$ cat src/rtl/song_player.sv
// Autonomous Ode to Joy sequencer: plays a fixed 15-note phrase with timed notes and gaps.
// Optional SONG_LOOP_EN: wrap from the last note back to the first instead of stopping.
module song_player #(
    parameter int TICK_DIV   = 100000,
    parameter int NOTE_TICKS = 4,
    parameter int GAP_TICKS  = 1
) (
    input  logic       CLK,
    input  logic       RESET,
    input  logic       start,
    input  logic       stop,
    output logic [3:0] note,
    output logic [7:0] Led,
    output logic       busy,
    output logic       done,
    output logic [3:0] index
);

    localparam logic [3:0] NOTE_NONE = 4'd0;
    localparam logic [3:0] NOTE_C4   = 4'd1;
    localparam logic [3:0] NOTE_D    = 4'd2;
    localparam logic [3:0] NOTE_E    = 4'd3;
    localparam logic [3:0] NOTE_F    = 4'd4;
    localparam logic [3:0] NOTE_G    = 4'd5;

    localparam logic [7:0] LED_C4 = 8'b0000_0001;
    localparam logic [7:0] LED_D  = 8'b0000_0010;
    localparam logic [7:0] LED_E  = 8'b0000_0100;
    localparam logic [7:0] LED_F  = 8'b0000_1000;
    localparam logic [7:0] LED_G  = 8'b0001_0000;

    localparam logic [23:0] DIV_LAST   = 24'(TICK_DIV - 1);
    localparam logic [7:0]  NOTE_LAST  = 8'(NOTE_TICKS - 1);
    localparam logic [7:0]  GAP_LAST   = 8'(GAP_TICKS - 1);
    localparam logic [3:0]  LAST_INDEX = 4'd14;

    typedef enum logic [1:0] {IDLE, NOTE, GAP} state_t;

    function automatic logic [3:0] song_rom(input logic [3:0] i);
        case (i)
            4'd0, 4'd1, 4'd6, 4'd11, 4'd12: song_rom = NOTE_E;
            4'd2, 4'd5:                     song_rom = NOTE_F;
            4'd3, 4'd4:                     song_rom = NOTE_G;
            4'd7, 4'd10, 4'd13, 4'd14:      song_rom = NOTE_D;
            4'd8, 4'd9:                     song_rom = NOTE_C4;
            default:                        song_rom = NOTE_NONE;
        endcase
    endfunction

    function automatic logic [7:0] led_pattern(input logic [3:0] code);
        case (code)
            NOTE_C4: led_pattern = LED_C4;
            NOTE_D:  led_pattern = LED_D;
            NOTE_E:  led_pattern = LED_E;
            NOTE_F:  led_pattern = LED_F;
            NOTE_G:  led_pattern = LED_G;
            default: led_pattern = 8'h00;
        endcase
    endfunction

    state_t      state;
    logic [23:0] prescale;
    logic [7:0]  tick_cnt;
    logic        tick;

    assign tick = (prescale == DIV_LAST);

    // Phase changes happen only on a tick, so the prescaler is already wrapping to 0 on entry.
    always_ff @(posedge CLK) begin
        // NOTE: every register here uses <= so all updates see the pre-edge values of their peers.
        if (RESET) begin
            state    <= IDLE;
            prescale <= '0;
            tick_cnt <= '0;
            note     <= NOTE_NONE;
            Led      <= LED_E;
            busy     <= 1'b0;
            done     <= 1'b0;
            index    <= '0;
        end else begin
            done     <= 1'b0;
            prescale <= tick ? '0 : prescale + 24'd1;
            if (stop) begin
                state    <= IDLE;
                prescale <= '0;
                tick_cnt <= '0;
                note     <= NOTE_NONE;
                Led      <= LED_E;
                busy     <= 1'b0;
                index    <= '0;
            end else begin
                case (state)
                    IDLE: begin
                        prescale <= '0;
                        if (start) begin
                            state    <= NOTE;
                            tick_cnt <= '0;
                            note     <= song_rom(4'd0);
                            Led      <= led_pattern(song_rom(4'd0));
                            busy     <= 1'b1;
                            index    <= '0;
                        end
                    end
                    NOTE: begin
                        if (tick) begin
                            if (tick_cnt == NOTE_LAST) begin
                                state    <= GAP;
                                tick_cnt <= '0;
                                note     <= NOTE_NONE;
                            end else begin
                                tick_cnt <= tick_cnt + 8'd1;
                            end
                        end
                    end
                    GAP: begin
                        if (tick) begin
                            if (tick_cnt == GAP_LAST) begin
                                tick_cnt <= '0;
                                if (index == LAST_INDEX) begin
                                    done <= 1'b1;
`ifdef SONG_LOOP_EN
                                    state <= NOTE;
                                    index <= '0;
                                    note  <= song_rom(4'd0);
                                    Led   <= led_pattern(song_rom(4'd0));
`else
                                    state <= IDLE;
                                    index <= '0;
                                    Led   <= LED_E;
                                    busy  <= 1'b0;
`endif
                                end else begin
                                    state <= NOTE;
                                    index <= index + 4'd1;
                                    note  <= song_rom(index + 4'd1);
                                    Led   <= led_pattern(song_rom(index + 4'd1));
                                end
                            end else begin
                                tick_cnt <= tick_cnt + 8'd1;
                            end
                        end
                    end
                    default: state <= IDLE;
                endcase
            end
        end
    end

endmodule

$ cat config.mk
export PLATFORM = sky130hd
export DESIGN_NAME = song_player
export DESIGN_NICKNAME = d
export VERILOG_FILES = /design/src/rtl/song_player.sv
export SDC_FILE = /design/constraint.sdc
export NUM_CORES = 1
export LEC_CHECK = 0
export CAP_MARGIN = 20
export CORE_MARGIN = 2
export CORE_UTILIZATION = 40
export DETAILED_ROUTE_END_ITERATION = 6
export PLACE_DENSITY = 0.72
export SLEW_MARGIN = 20
export SYNTH_ARGS = -nofsm -noshare
export SYNTH_HDL_FRONTEND = slang
export SYNTH_SLANG_ARGS = --single-unit
export TNS_END_PERCENT = 1
$ cat constraint.sdc
create_clock -name CLK -period 2 [get_ports CLK]
set_input_delay 0.4 -clock CLK [delete_from_list [all_inputs] [get_ports CLK]]
set_output_delay 0.4 -clock CLK [all_outputs]
set_load 0.02 [all_outputs]
# Word level (Yosys, flattened, before mapping)
# Memories as Yosys holds them, arrays and structs flattened.
# Index checks and enable logic that the tools add are counted.
# Widths: inputs -> output; s select.
# word_totals
regBits	52
romBits	96
output_inout_bits	18
wordCells	88
inputBits	4
n_memories	2
# op_classes
bitwise_logic	3
reduce_logical	12
add_sub_neg	3
mux	43
eq_ne	17
# memory_table
memory	words	word_bits	rd	rd_clocked_by_memory_dff	wr	line	rtl
(no name shown)	16	3	1	0	0	40	case (i)
(no name shown)	16	3	1	0	0	40	
# op_table
cell	count
$mux 4	16
$mux 8	8
$pmux 5 s5	1
$add 24x1->24 const B	1
$eq 24x17->1 const B	1
$pmux 8 s3	1
$pmux 8 s2	1
$ne 2x2->1 const B	7
$pmux 4 s3	1
$mux 2	5
$reduce_and 5->1	2
$add 8x1->8 const B	1
$eq 4x2->1 const B	2
$eq 4x3->1 const B	2
$eq 8x2->1 const B	1
$logic_not 8->1	1
$pmux 4 s2	1
$reduce_and 4->1	2
$reduce_and 7->1	1
$mux 1	6
$pmux 2 s3	1
$mux 5	1
$reduce_or 5->1	1
$add 4x1->4 const B	1
other kinds (11)	13

# Depth between registers and ports, before layout
# Gate-level depths: netlist (run 1).
# An unclocked memory read counts as a cell.
# depth
depth_word	14
depth_mapped	10
depth_no_buf	8

# Worst setup path before layout (run 1)
# No wires, ideal clock.
# synth_timing
kind	register to register
from	register index[0]
to	register Led[1]
path_buffers	0
slack_ns	-0.209
arrival_ns	2.139
required_ns	1.930
stages_incl_launch_ff	9
period_less_slack_ns	2.209
cell_sequence	dfxtp_1 inv_1 ha_1 nor2b_1 a31oi_1 a21oi_1 a311oi_1 or4b_1 a21oi_1
# synth_via
elab_chain_cells	14
word_cells_on_any_way	19
# synth_rtl
element	line	rtl
from (decl)	16	output logic [3:0] index
from (signal assigned)	134	index <= index + 4'd1;
$add 4x1->4	136	Led <= led_pattern(song_rom(index + 4'd1));
$mem_v2 16x3	n/a	
$mux 4	119	if (index == LAST_INDEX) begin
$mux 4	117	if (tick_cnt == GAP_LAST) begin
$mux 4	116	if (tick) begin
$mux 4	92	case (state)
$mux 4	83	if (stop) begin
$mux 4	71	if (RESET) begin
$eq 4x3->1, or another cell as far along	51	case (code)
$pmux 5 s5	51	
$mux 5 (*)	119	
$mux 8 (*)	117	
$mux 8 (*)	116	
$pmux 8 s2 (*)	92	
to (signal assigned)	99	Led <= led_pattern(song_rom(4'd0));
to (signal assigned)	136	
to (decl)	13	output logic [7:0] Led,
# Mark *: on every way between the ends. The rest lies on a longest branch, timed or not. The select of a mux whose other input is x is not followed.
# A chain may end at the register's enable or synchronous reset.

# Worst setup path after layout (run 1)
# Same ends and word-level chain as after synthesis.

==> results of run 1 <==
[Yosys cell counts, types with 6 or more instances]
| master | n |
|---|---|
| dfxtp_1 | 48 |
| nor2_1 | 39 |
| nand2_1 | 24 |
| a21oi_1 | 18 |
| o21ai_0 | 15 |
| xor2_1 | 15 |
| nand3_1 | 12 |
| inv_1 | 11 |
| nand4_1 | 11 |
| or3_1 | 11 |
| and3_1 | 10 |
| ha_1 | 10 |
| a31oi_1 | 6 |
[report_power, final]
part           switching (µW)  internal, µW  total (µW)
Combinational            71.2          61.2         132
Sequential               4.03           958         962
Clock                     319           283         602
[tightest hold or removal path: cells and delay by family (launching register included)]
kind / cells / cell delay (ns)
and+or+nand+nor: 1 / 0.06
AOI/OAI and AO/OA: 1 / 0.06
DFF: 1 / 0.32
[state kept, by name, indices dropped and copies added, names as in the netlist]
name	cells
Led	5
tick_cnt	8
state	2
note	3
index	4
prescale	24
busy	1
done	1
[metrics by stage]
step	setup WS (ns)	power [µW]
floorplan	0.00665	1070
global placement	-0.0747	1110
detailed placement	-0.135	1110
CTS	-0.0245	1710
global route	-0.0798	1770
finish	0.0427	1700
[per-layer routing]
metal  wire [µm]  vias up
met2        2720       41
met3         194        7
met1        2570     1094
met5           0        -
li1            -     1154
met4          54        0
[layout make-up]
class	instances	share of cell area
Clock buffer	8	0.0277
Inverter	12	0.0139
Multi-Input combinational cell	234	0.494
Sequential cell	48	0.300
Tap cell	77	0.0296
Timing Repair Buffer	51	0.135
[kinds of logic (layout without fill, tap and decap cells)]
kind of cell | after synthesis | count (layout)
other cells | 1 | 4
fa+ha+maj | 10 | 10
mux | 3 | 3
buf+inv | 26 | 71
compound gates | 53 | 53
simple gates | 143 | 143
flops | 48 | 48
xor+xnor | 21 | 21
[how the worst max path moves through the flow]
stage | from | end | slack [ns] | cells after the start
2_1_floorplan | state[0] | tick_cnt[6] | 0.007 | 9
3_3_place_gp | start | tick_cnt[7] | -0.07 | 6
6_report | index[0] | Led[1] | 0.04 | 8
3_5_place_dp | start | tick_cnt[6] | -0.13 | 6
4_1_cts | index[0] | Led[2] | -0.02 | 9
5_1_grt | state[1] | tick_cnt[6] | -0.08 | 8
[what timing repair did]
action | 4_1_cts | 5_1_grt
endpoints found under the setup margin | 9 | 17
pin swaps | 1 | 8
gates resized for setup | 5 | 17
buffers inserted | 0 | 2
==> impl_metrics.json, run 1 <==
{
  "ys_ff_latch": 48,
  "clockBufferDepth": 2,
  "routed_wl_um": 5540,
  "leakage_uw": 0.00120,
  "place_congestion": 0.814,
  "tritoncts": "built",
  "ant_nets": 0,
  "clock-sinks": 48,
  "busiest_layer": "met2",
  "regArea_um2": 975,
  "critPathTopFamily": "simple AND/OR/NAND/NOR gates",
  "multiInputGateArea_um2": 1610,
  "grt.total_usage": 0.162,
  "reg2reg_slack_ns": 0.04,
  "dp.cells": 420,
  "synth_warnings": 0,
  "dp_hpwl_um": 3940,
  "grt_overflow": 0,
  "status": "finished clean",
  "crit_path_max_incr_delay_ns": 0.56,
  "layout.nets": 366,
  "die_y_um": 84.8,
  "cp_cell_sequence": "inv_1 > ha_4 > nor2b_4 > a31oi_1 > a21oi_1 > a311oi_2 > or4b_1 > a21oi_2",
  "layout.cells.non_filler": 430,
  "synth_edf_count": 0,
  "viasPerCell": 5.34,
  "hold_viol": 0,
  "drive_above_1_share": 0.232,
  "fin_area_um2": 3250,
  "ir_drop_v": 0.000461,
  "critPathArrivalTime_ns": 2.20,
  "crit_buf_inv": 1,
  "cts_inserted_buffers": 5,
  "drv_cap": 0,
  "met2_usage": 0.278,
  "fin_hold_ws_ns": 0.475,
  "grt_pass1_vias": 2203,
  "postSynthAreaPerCell_um2": 8.57,
  "r2r_cells": 8,
  "start_util": 0.411,
  "worst-setup-path-type": "reg2reg",
  "final_common_cell": "dfxtp_1",
  "syn_inst": 305,
  "met3_usage": 0.0331,
  "rsz0062_at_grt": "true",
  "cp_max_fo": 7,
  "synth_area_leaders": "dfxtp_1 (37%), nor2_1 (5.6%), xor2_1 (5.0%)",
  "die_w_um": 84.8,
  "synth-xor-area-share": 0.0776,
  "clock_latency_ns": 0.30,
  "pin_count": 22,
  "max_freq_mhz": 511,
  "synth-adder-area-share": 0.0479,
  "r2r_start": "index[0]",
  "cts.root.buffer_cell": "clkbuf_8",
  "syn-cell-area_um2": 2610,
  "antenna_found_initial": 0,
  "syn2layout_area_growth_pct": 24.5,
  "synth_flop_cell": "dfxtp_1",
  "synth.distinct_cells": 55,
  "ctsHtreeMaxLevel": 2,
  "drt_iter0_markers": 119,
  "rows": 29,
  "synth.area.mux_share": 0.0115,
  "synth_top_family_by_area": "simple AND/OR/NAND/NOR gates",
  "cp.required_ns": 2.24,
  "n_antenna_cell": 0,
  "grt_max_degree": 25,
  "core_um2": 6350,
  "rr_endpoint": "Led[1]",
  "final_util": 0.512,
  "setup_violations": 0,
  "critPathLaunchType": "register",
  "placed_area_um2": 3080,
  "vias": 2296,
  "synth_top_area_share": 0.368,
  "async_reset_ff_frac": 0,
  "gr-usage-met1": 0.207,
  "fin_skew_ns": 0.0104,
  "synth.largest_area_cell": "dfxtp_1",
  "drc": 0,
  "slew_violations": 0,
  "period_share": 0.979,
  "clk_pin_slew_worst_paths_ns": 0.09,
  "fin_crit_ns": 1.96,
  "min_from": "Led[3]",
  "min_to": "Led[3]",
  "grt_pass1_wl_um": 9650,
  "synth-compound-area-share": 0.126,
  "cpMaxStageDelayCell": "or4b_1",
  "dieArea_um2": 7190,
  "cellPowerDensity_nw_per_um2": 522,
  "synth_simple_gate_area_frac": 0.318,
  "fill_cells": 558,
  "yosysSeqAreaShare": 0.368,
  "holdCritPathClass": "reg2reg",
  "tns_ns": 0,
  "cts_hold_buf": 0,
  "worst_setup_path_end_kind": "register",
  "drt_pre_antenna_iters": 4,
  "portBuffers": 17,
  "whs_path_depth": 2,
  "wire_per_inst_um": 12.9,
  "final_cell_mix": "dfxtp_1 (41), nor2_1 (39), buf_4 (33)"
}
(Power assumes the default switching activity.)
==> run 2, diff against run 1 <==
CAP_MARGIN = not set   (was 20)
CELL_PAD_IN_SITES_DETAIL_PLACEMENT = 0   (was not set)
CELL_PAD_IN_SITES_GLOBAL_PLACEMENT = 1   (was not set)
CORE_UTILIZATION = 39   (was 40)
PLACE_DENSITY = 0.86   (was 0.72)
==> impl_metrics.json, run 2 (same netlist as run 1, synthesis figures left out) <==
{
  "drv_cap": 0,
  "final_util": 0.513,
  "start_util": 0.407,
  "cp_cell_sequence": "ha_2 > and4_4 > and3_4 > a21boi_4 > or3_1 > or3_4 > a21oi_2",
  "min_to": "Led[1]",
  "fin_crit_ns": 2.00,
  "ant_nets": 0,
  "tritoncts": "built",
  "r2r_start": "prescale[1]",
  "clock-sinks": 48,
  "grt_max_degree": 25,
  "viasPerCell": 5.17,
  "cp_max_fo": 5,
  "worst-setup-path-type": "reg2reg",
  "period_share": 1.00,
  "grt_overflow": 0,
  "layout.nets": 372,
  "drc": 2,
  "grt_pass1_vias": 2096,
  "syn2layout_area_growth_pct": 26.1,
  "ir_drop_v": 0.000283,
  "dieArea_um2": 7370,
  "dp.cells": 422,
  "reg2reg_slack_ns": 0.0002,
  "status": "finished, violations left",
  "r2r_cells": 7,
  "drive_above_1_share": 0.253,
  "reg_top3": "prescale (24), tick_cnt (8), Led (5)",
  "dp_hpwl_um": 4100,
  "drt_iter0_markers": 85,
  "cellPowerDensity_nw_per_um2": 503,
  "violations": "design-rule violations",
  "drt_pre_antenna_iters": 7,
  "rsz0062_at_grt": "true",
  "clock_latency_ns": 0.31,
  "wire_per_inst_um": 13.1,
  "antenna_found_initial": 0,
  "cts_inserted_buffers": 5,
  "rows": 29,
  "critPathTopFamily": "simple AND/OR/NAND/NOR gates",
  "place_congestion": 0.816,
  "cp.required_ns": 2.24,
  "die_w_um": 85.8,
  "final_cell_mix": "nor2_1 (39), buf_4 (39), dfxtp_1 (38)",
  "worst_setup_path_end_kind": "register",
  "crit_buf_inv": 0,
  "cpMaxStageDelayCell": "or3_4",
  "layout.cells.non_filler": 436,
  "routed_wl_um": 5700,
  "setup_violations": 0,
  "clockBufferDepth": 2,
  "ctsHtreeMaxLevel": 2,
  "regMostFlops": "prescale",
  "largest_register_ffs": 24,
  "portBuffers": 17,
  "hold_viol": 0,
  "crit_path_max_incr_delay_ns": 0.39,
  "n_antenna_cell": 0,
  "pin_count": 22,
  "core_um2": 6420,
  "critPathArrivalTime_ns": 2.24,
  "leakage_uw": 0.00122,
  "fin_skew_ns": 0.00843,
  "die_y_um": 85.8,
  "rr_endpoint": "tick_cnt[6]",
  "critPathLaunchType": "register",
  "vias": 2253,
  "placed_area_um2": 3090,
  "holdCritPathClass": "reg2reg",
  "grt.total_usage": 0.162,
  "max_freq_mhz": 500,
  "slew_violations": 0,
  "cts_hold_buf": 0,
  "fin_area_um2": 3290,
  "grt_pass1_wl_um": 9670,
  "min_from": "Led[1]",
  "whs_path_depth": 2,
  "cts.root.buffer_cell": "clkbuf_8",
  "clk_pin_slew_worst_paths_ns": 0.09
}
[run 2: cell types whose count changed in the layout (fill, tap and decap cells not counted), sizes merged]
cell    change
buf         +6
clkbuf      -1
clkinv      +1
[run 2: worst max-delay path by stage]
stage	from	to	slack, ns	depth (start not counted)
after global placement	start	tick_cnt[7]	-0.12	6
after detailed placement	start	note[1]	-0.13	7
after CTS	index[1]	Led[1]	-0.004	7
after global routing	index[1]	Led[1]	-0.08	6
after floorplan	state[0]	tick_cnt[6]	0.007	9
final	prescale[1]	tick_cnt[6]	0.0002	7
[run 2: worst register-to-register path, cell delays in order (launching register included)]
cell and delay (ns):
dfxtp_1 0.34, ha_2 0.19, and4_4 0.24, and3_4 0.21, a21boi_4 0.07, or3_1 0.38
or3_4 0.39, a21oi_2 0.13
[run 2: layout make-up]
type / count / area, µm²
Clock buffer: 7 / 76.3
Clock inverter: 1 / 5.00
Fill cell: 632 / 3130
Inverter: 12 / 47.5
Multi-Input combinational cell: 234 / 1610
Sequential cell: 48 / 978
Tap cell: 77 / 96.3
Timing Repair Buffer: 57 / 483
[run 2: repair_timing]
item | in CTS | in global routing
pin swaps | 2 | 18
setup endpoints to repair | 5 | 16
buffers inserted | 0 | 6
resized for setup | 9 | 19
[run 2: metrics by stage]
| stage | worst slack [ns] | TNS [ns] | hold slack (ns) | total power [µW] |
|---|---|---|---|---|
| after floorplan | 0.00665 | 0 | 0.430 | 1070 |
| after global placement | -0.117 | -0.902 | 0.452 | 1110 |
| after detailed placement | -0.126 | -1.13 | 0.458 | 1110 |
| after CTS | -0.00389 | -0.00389 | 0.468 | 1680 |
| after global routing | -0.0843 | -0.431 | 0.488 | 1730 |
| final | 0.000154 | 0 | 0.467 | 1660 |
[run 2: per-layer routing]
metal / GRT usage / vias to the layer above / share of wire
li1: - / 1167 / -
met1: 0.224 / 1060 / 0.50
met2: 0.255 / 21 / 0.47
met3: 0.0346 / 5 / 0.024
met4: 0.0476 / 0 / 0.012
met5: 0 / - / 0
[run 2: report_power, final]
part	leakage [µW]	switching, µW	internal, µW
Sequential	0.000393	3.81	958
Combinational	0.000781	72.2	59.2
Clock	0.0000422	317	246
Total	0.00122	393	1260
==> run 3, diff against run 2 <==
TNS_END_PERCENT = not set   (was 1)
==> impl_metrics.json, run 3 (same netlist as run 1, synthesis figures left out) <==
{
  "drv_cap": 0,
  "rows": 29,
  "layout.nets": 375,
  "critPathArrivalTime_ns": 2.21,
  "grt_max_degree": 25,
  "critPathMostFrequentCell": "buf_4",
  "rsz0062_at_grt": "true",
  "cpMaxStageDelayCell": "or4b_1",
  "setup.worst_path.start": "index[0]",
  "setup_violations": 0,
  "fin_area_um2": 3330,
  "syn2layout_area_growth_pct": 27.5,
  "clock_latency_ns": 0.31,
  "grt.total_usage": 0.162,
  "worst-setup-path-type": "reg2reg",
  "max_freq_mhz": 508,
  "status": "finished, violations left",
  "drive_above_1_share": 0.268,
  "place_congestion": 0.816,
  "n_antenna_cell": 0,
  "period_share": 0.984,
  "cellPowerDensity_nw_per_um2": 498,
  "die_w_um": 85.8,
  "worst_setup_path_end_kind": "register",
  "antenna_found_initial": 0,
  "clock-sinks": 48,
  "wire_per_inst_um": 13.2,
  "crit_path_max_incr_delay_ns": 0.52,
  "viasPerCell": 5.23,
  "violations": "design-rule violations",
  "min_from": "Led[1]",
  "cp.required_ns": 2.24,
  "setup_ws_ns": 0.0326,
  "grt_overflow": 0,
  "slew_violations": 0,
  "grt_pass1_wl_um": 9670,
  "largest_register_ffs": 24,
  "grt_pass1_vias": 2096,
  "cts.root.buffer_cell": "clkbuf_8",
  "core_um2": 6420,
  "leakage_uw": 0.00123,
  "portBuffers": 17,
  "fin_crit_ns": 1.97,
  "r2r_cells": 9,
  "whs_path_depth": 2,
  "final_cell_mix": "buf_4 (42), nor2_1 (39), dfxtp_1 (37)",
  "regMostFlops": "prescale",
  "placed_area_um2": 3090,
  "dieArea_um2": 7370,
  "ant_nets": 0,
  "start_util": 0.407,
  "cts_hold_buf": 0,
  "holdCritPathClass": "reg2reg",
  "hold_viol": 0,
  "tritoncts": "built",
  "die_y_um": 85.8,
  "routed_wl_um": 5800,
  "clockBufferDepth": 2,
  "cp_max_fo": 4,
  "r2r_start": "index[0]",
  "dp_hpwl_um": 4100,
  "pin_count": 22,
  "critPathLaunchType": "register",
  "ctsHtreeMaxLevel": 2,
  "reg_top3": "prescale (24), tick_cnt (8), Led (5)",
  "cts_inserted_buffers": 5,
  "place_ws_ns": -0.126,
  "drt_iter0_markers": 95,
  "clk_pin_slew_worst_paths_ns": 0.09,
  "final_common_cell": "buf_4",
  "vias": 2297,
  "ir_drop_v": 0.000286,
  "drc": 2,
  "drt_pre_antenna_iters": 7,
  "fin_skew_ns": 0.00687,
  "cp_cell_sequence": "inv_4 > ha_4 > nor2b_4 > buf_4 > and3_1 > a311oi_1 > buf_4 > or4b_1 > a21oi_1"
}
==> run 3: cell type report <==
type	count	area (µm²)
repair buffers	60	505
well taps	77	96.3
multi-input cells	234	1620
fillers	626	3090
clock buffers	7	76.3
inverters	12	47.5
flip-flops and latches	48	982
clock inverters	1	5.00
==> run 3: routing by layer <==
layer	share of wire	wire, µm	GRT usage	vias to the layer above
li1	-	-	-	1175
met1	0.49	2850	0.224	1095
met2	0.47	2750	0.255	21
met3	0.023	134	0.0346	6
met4	0.013	73	0.0476	0
met5	0	0	0	-
==> run 3: path summary, 6_finish.rpt <==
path,slack (ns),end
max,0.03,Led[1]
min,0.47,Led[1]
max reg2reg,0.03,Led[1]
min reg2reg,0.47,Led[1]
==> run 3: stage by stage <==
step / TNS (ns) / instances / hold slack (ns) / util / total power [µW]
after floorplan: 0 / 308 / 0.430 / - / 1070
after global placement: -0.902 / 422 / 0.452 / 0.481 / 1110
after detailed placement: -1.13 / 422 / 0.458 / 0.481 / 1110
after CTS: -0.00389 / 430 / 0.468 / 0.497 / 1680
after global routing: -0.238 / 439 / 0.488 / 0.519 / 1730
final: 0 / 439 / 0.467 / 0.519 / 1660
==> run 3: power breakdown <==
part           switching, µW  internal [µW]  leakage, µW  total (µW)
combinational           73.2           60.8     0.000799         134
sequential              3.87            956     0.000394         960
clock                    320            246    0.0000422         566
==> run 3: what timing repair did <==
action / 4_1_cts / 5_1_grt
setup endpoints to repair: 5 / 16
pin swaps: 2 / 18
buffers inserted: 0 / 9
gates resized for setup: 9 / 23
==> run 3: worst max-delay path, delay by kind of cell (launching register included) <==
family | cells | cell delay (ns)
AOI/OAI and AO/OA | 2 | 0.18
adders and majority gates | 1 | 0.22
buffers and inverters | 3 | 0.32
DFF | 1 | 0.38
and+or+nand+nor | 3 | 0.79
